<file path="src/rtl/fpc_dispatch.sv">
// rtl/fpc_dispatch.sv - command FIFO, issue sequencer and tagged result return for Fpc (optional FPC_DISP_TIMEOUT_EN watchdog)
module fpc_dispatch #(
    parameter int DEPTH   = 4,
    parameter int TAG_W   = 4,
    parameter int TIMEOUT = 64
) (
    input  logic                       clk,
    input  logic                       rst_n,
    input  logic                       cmd_valid,
    output logic                       cmd_ready,
    input  logic                       cmd_mode,
    input  logic [15:0]                cmd_a,
    input  logic [15:0]                cmd_b,
    output logic                       fpc_in_valid,
    output logic [15:0]                fpc_in_a,
    output logic [15:0]                fpc_in_b,
    output logic                       fpc_mode,
    input  logic                       fpc_out_valid,
    input  logic [15:0]                fpc_out,
    output logic                       res_valid,
    output logic [15:0]                res_data,
    output logic [TAG_W-1:0]           res_tag,
    output logic                       res_err,
    output logic [$clog2(DEPTH+1)-1:0] fifo_count
);

    localparam int PTR_W = (DEPTH > 1) ? $clog2(DEPTH) : 1;
    localparam int CNT_W = $clog2(DEPTH + 1);
    localparam int ENT_W = 1 + 16 + 16 + TAG_W;

    // Pointer arithmetic relies on natural wrap, so DEPTH must be a power of two.
    if (DEPTH < 2 || (DEPTH & (DEPTH - 1)) != 0 || TIMEOUT < 1) begin : g_bad_params
        $error("fpc_dispatch: DEPTH must be a power of two >= 2 and TIMEOUT >= 1");
    end

    typedef enum logic [1:0] {
        S_IDLE,
        S_ISSUE,
        S_WAIT,
        S_RESULT
    } state_t;

    logic [ENT_W-1:0] mem [DEPTH];
    logic [PTR_W-1:0] wr_ptr;
    logic [PTR_W-1:0] rd_ptr;
    logic [CNT_W-1:0] count;
    logic [TAG_W-1:0] tag_q;
    logic [TAG_W-1:0] cur_tag;
    logic [ENT_W-1:0] head;
    logic             push;
    logic             pop;
    state_t           state;

`ifdef FPC_DISP_TIMEOUT_EN
    localparam int WCNT_W = $clog2(TIMEOUT + 1);
    logic [WCNT_W-1:0] wait_cnt;
    logic              res_err_q;
    assign res_err = res_err_q;
`else
    assign res_err = 1'b0;
`endif

    // No bypass: a full FIFO refuses even when the FSM pops this cycle.
    assign cmd_ready  = (count < CNT_W'(DEPTH));
    assign push       = cmd_valid & cmd_ready;
    assign pop        = (state == S_IDLE) && (count != '0);
    assign head       = mem[rd_ptr];
    assign fifo_count = count;

    // Command storage: mode, operands and the tag assigned at accept time.
    always_ff @(posedge clk) begin
        if (push) begin
            mem[wr_ptr] <= {cmd_mode, cmd_a, cmd_b, tag_q};
        end
    end

    // FIFO pointers, occupancy and the sequence tag counter.
    always_ff @(posedge clk or negedge rst_n) begin
        if (!rst_n) begin
            wr_ptr <= '0;
            rd_ptr <= '0;
            count  <= '0;
            tag_q  <= '0;
        end else begin
            if (push) begin
                wr_ptr <= wr_ptr + PTR_W'(1);
                tag_q  <= tag_q + TAG_W'(1);
            end
            if (pop) begin
                rd_ptr <= rd_ptr + PTR_W'(1);
            end
            case ({push, pop})
                2'b10:   count <= count + CNT_W'(1);
                2'b01:   count <= count - CNT_W'(1);
                default: count <= count;
            endcase
        end
    end

    // Issue/wait/result sequencer; all Fpc and result outputs are registered here.
    always_ff @(posedge clk or negedge rst_n) begin
        if (!rst_n) begin
            state        <= S_IDLE;
            fpc_in_valid <= 1'b0;
            fpc_in_a     <= '0;
            fpc_in_b     <= '0;
            fpc_mode     <= 1'b0;
            cur_tag      <= '0;
            res_valid    <= 1'b0;
            res_data     <= '0;
            res_tag      <= '0;
`ifdef FPC_DISP_TIMEOUT_EN
            wait_cnt     <= '0;
            res_err_q    <= 1'b0;
`endif
        end else begin
            case (state)
                S_IDLE: begin
                    res_valid <= 1'b0;
                    if (pop) begin
                        fpc_mode     <= head[ENT_W-1];
                        fpc_in_a     <= head[ENT_W-2 -: 16];
                        fpc_in_b     <= head[TAG_W+15 -: 16];
                        cur_tag      <= head[TAG_W-1:0];
                        fpc_in_valid <= 1'b1;
                        state        <= S_ISSUE;
                    end
                end
                S_ISSUE: begin
                    fpc_in_valid <= 1'b0;
`ifdef FPC_DISP_TIMEOUT_EN
                    wait_cnt     <= '0;
`endif
                    state        <= S_WAIT;
                end
                S_WAIT: begin
                    // A real result wins over the watchdog when both land together.
                    if (fpc_out_valid) begin
                        res_data  <= fpc_out;
                        res_tag   <= cur_tag;
                        res_valid <= 1'b1;
`ifdef FPC_DISP_TIMEOUT_EN
                        res_err_q <= 1'b0;
`endif
                        state     <= S_RESULT;
                    end
`ifdef FPC_DISP_TIMEOUT_EN
                    else if (wait_cnt == WCNT_W'(TIMEOUT - 1)) begin
                        res_data  <= 16'h7FC0;
                        res_tag   <= cur_tag;
                        res_valid <= 1'b1;
                        res_err_q <= 1'b1;
                        state     <= S_RESULT;
                    end else begin
                        wait_cnt  <= wait_cnt + WCNT_W'(1);
                    end
`endif
                end
                S_RESULT: begin
                    res_valid <= 1'b0;
                    state     <= S_IDLE;
                end
                default: begin
                    state <= S_IDLE;
                end
            endcase
        end
    end

endmodule
</file>
<file path="config.mk">
export PLATFORM = sky130hd
export DESIGN_NAME = fpc_dispatch
export DESIGN_NICKNAME = d
export VERILOG_FILES = /design/src/rtl/fpc_dispatch.sv
export SDC_FILE = /design/constraint.sdc
export NUM_CORES = 1
export LEC_CHECK = 0
export CORE_ASPECT_RATIO = 2
export CORE_MARGIN = 8
export CORE_UTILIZATION = 54
export DETAILED_ROUTE_END_ITERATION = 7
export PLACE_DENSITY = 0.79
export RECOVER_POWER = 100
export SYNTH_ARGS = -nofsm -noshare
export SYNTH_HDL_FRONTEND = slang
export SYNTH_SLANG_ARGS = --single-unit
export TNS_END_PERCENT = 100
</file>
<file path="constraint.sdc">
create_clock -name clk -period 3.1 [get_ports clk]
set_clock_uncertainty 0.2 [all_clocks]
set_input_delay 0.62 -clock clk [delete_from_list [all_inputs] [get_ports clk]]
set_output_delay 0.62 -clock clk [all_outputs]
set_load 0.005 [all_outputs]
</file>
==> qor.yml <==
status: "complete, but fails checks"
violations: "max-capacitance violations, max-slew violations"
synth_mux_area_share_pct: 13.3
synth.top_cell.area_share_pct: 53.7
synth.yosys.seq_area_share_pct: 75.5
grt_overflow_total: 0
layout_min_cycle_time_ns: 2.64
synth_compound_area_share_pct: 0.560
final_nets: 654
synth_area_leader_cell: "edfxtp_1"
power.density_nw_per_um2: 959
path_clk_slew_ns: 0.07
register_area_um2: 6250
dp_hpwl_um: 9800
worst-slew-pin-transition_ns: 1.57
cts-root-buf: "clkbuf_16"
cp.required_ns: 3.01
cp.arrival_ns: 2.55
grt_use_met2_pct: 28.8
drt_wl_total_um: 15700
ir_drop_mv: 0.715
clkLatencyLatePin_ns: 0.48
cp_max_fo: 21
initial_core_util_pct: 54.7
async_flop_share_pct: 32.7
use_met3_pct: 3.95
cap_violations: 1
pwr-share-comb_pct: 29.8
critical_path_class: "in2reg"
switching_power_mw: 2.82
synth.distinct_cells: 28
io_buffers: 111
crit_path_end_kind: "flop"
ant_nets: 0
power_mw: 9.91
crit_path_start_kind: "input port"
ys_seq_elements: 220
clockBufferDepth: 3
ys.flop_type: "edfxtp_1"
tritoncts: "done"
cts_resized: 0
core_area_um2: 15100
vias: 4275
die_w_um: 104
avgSynthCellArea_um2: 17.8
fill_cells: 959
drive_gt1_share_pct: 17.4
synth_nets: 528
fin_util_pct: 68.3
ys_top_cells_by_area: "edfxtp_1, dfrtp_1, mux4_2, nand2_1, mux2_2"
cts_inserted_buffers: 19
grt_util_all_layers_pct: 16.2
first_global_vias: 4780
drc: 0
first_pass_iters: 4
grt_pass1_wl_um: 25500
p_seq_share_pct: 44.5
dieHeight_um: 191
antennaDiodeCount: 0
drv_slew: 61
syn_area_um2: 8270
htreeDepth: 1
period_share_pct: 85.1
pwr-share-clk_pct: 25.8
fmax_mhz: 379
clock_sinks: 220
syn_inst: 464
yosys.area_share.adder_pct: 1.75
die-area_um2: 19800
busiest_layer: "met2"
grt_use_met1_pct: 18.7
sw_frac_of_total_pct: 28.4
ys_warn_count: 0
grt_max_degree: 61
setup_viol: 0
finalSetupTns_ns: 0
leakage_nw: 3.96
relSlewSlack_pct: -4.39
synth_edf_count: 148
holdCritPathClass: "reg2reg"
wl_per_cell_um: 19.6
cts_setup_buffers: 0
place_congestion: 0.720
drt-vias-per-instance: 5.34
synthXorXnorAreaFrac_pct: 0.953
rows: 64
rsz0062_at_grt: "false"
synth_top_family_by_area: "multiplexers"
io_pins: 113
ctsHoldBuffers: 0
yosys.area_share.simple_pct: 5.94
grt_antenna_before_repair: 1
drtIter0Drc: 184
finalHoldViolCount: 0
multi_input_area_um2: 1860
holdWs_ns: 0.267
syn2layout_area_growth_pct: 24.9
p_int_mw: 7.09
## power groups by stage
stage	logic, mW	clock network, mW	registers [mW]
2_1_floorplan	1.85	0	4.36
6_report	2.95	2.55	4.41
4_1_cts	3.22	2.60	4.45
3_5_place_dp	3.17	0	4.50
5_1_grt	3.26	2.70	4.51
3_3_place_gp	3.07	0	4.46
## worst max-delay path, stage by stage
cell and delay [ns]:
dlygate4sd3_1 0.53, nor2b_1 0.21, clkbuf_1 0.43, and2_2 0.24, clkbuf_2 0.50
## final cells by class
cell class	instances	area share, %
multi-input combinational	212	18.0
timing repair buffer	125	12.1
tap	198	2.40
clock inverter	13	1.91
sequential	220	60.5
inverter	12	0.436
clock buffer	20	4.64
## through the flow
| stage | std cells | worst slack [ns] | area, um^2 |
|---|---|---|---|
| 6_report | 800 | 0.460 | 10300 |
| 5_1_grt | 800 | 0.347 | 10300 |
| 4_1_cts | 800 | 0.619 | 10400 |
| 3_5_place_dp | 767 | 0.482 | 9700 |
| 3_3_place_gp | 767 | 0.512 | 9700 |
| 2_1_floorplan | 464 | 0.445 | 8270 |
## Yosys cell counts (2+ instances only)
cell and n:
clkbuf_1 5, inv_1 12, xor2_1 2, buf_6 2
and2_1 4, mux2_2 22, nand2_1 115, edfxtp_1 148
dfrtp_1 72, buf_2 9, buf_4 3, nor2_1 2
ha_1 10, xnor2_1 7, mux4_2 37, a21oi_1 2
## worst paths after layout
check                      cells past startpoint          start  slack, ns           end
min in group asynchronous                      1          rst_n       0.33  res_data[12]
max reg2reg                                    4  fifo_count[2]       0.69     mem[1][4]
max in group asynchronous                      2          rst_n       1.07  res_data[15]
min                                            2    fpc_in_b[9]       0.27   fpc_in_b[9]
max                                            5      cmd_valid       0.46     mem[1][4]
min reg2reg                                    2    fpc_in_b[9]       0.27   fpc_in_b[9]
## logic make-up after synthesis
group / after synthesis
and+or+nand+nor: 124
buffers and inverters: 32
muxes: 61
other: 1
DFF: 220
xor gates and xnor gates: 9
AOI/OAI and AO/OA: 6
adders and majority gates: 11
## cell usage in the layout, fill, tap and decap left out, drive strengths merged, types with 2 or more instances in the layout
cell           Yosys  layout
nor2               2       2
and2               4       4
mux2              23      23
xor2               2       2
a21oi              2       2
nand2            115     115
clkbuf             5      29
ha                10      10
clkdlybuf4s50      0      17
edfxtp           148     148
dlygate4sd3        0      93
clkinvlp           0       2
bufinv             0       5
xnor2              7       7
inv               12      13
buf               15       6
mux4              37      37
dfrtp             72      72
clkinv             0       5
## registers in the layout, summed over array words and instances (netlist names)
name / count
cur_tag: 4
fifo_count: 3
fpc_in_a: 16
fpc_in_b: 16
fpc_in_valid: 1
fpc_mode: 1
mem: 148
rd_ptr: 2
res_data: 16
res_tag: 4
res_valid: 1
state: 2
tag_q: 4
wr_ptr: 2
## metal layers
layer	up-vias	part of all wire, %
met5	-	0.083
li1	1943	-
met4	2	2.2
met1	2161	38
met3	30	6.3
met2	139	53
No activity file was read; power rests on OpenSTA's default activity.
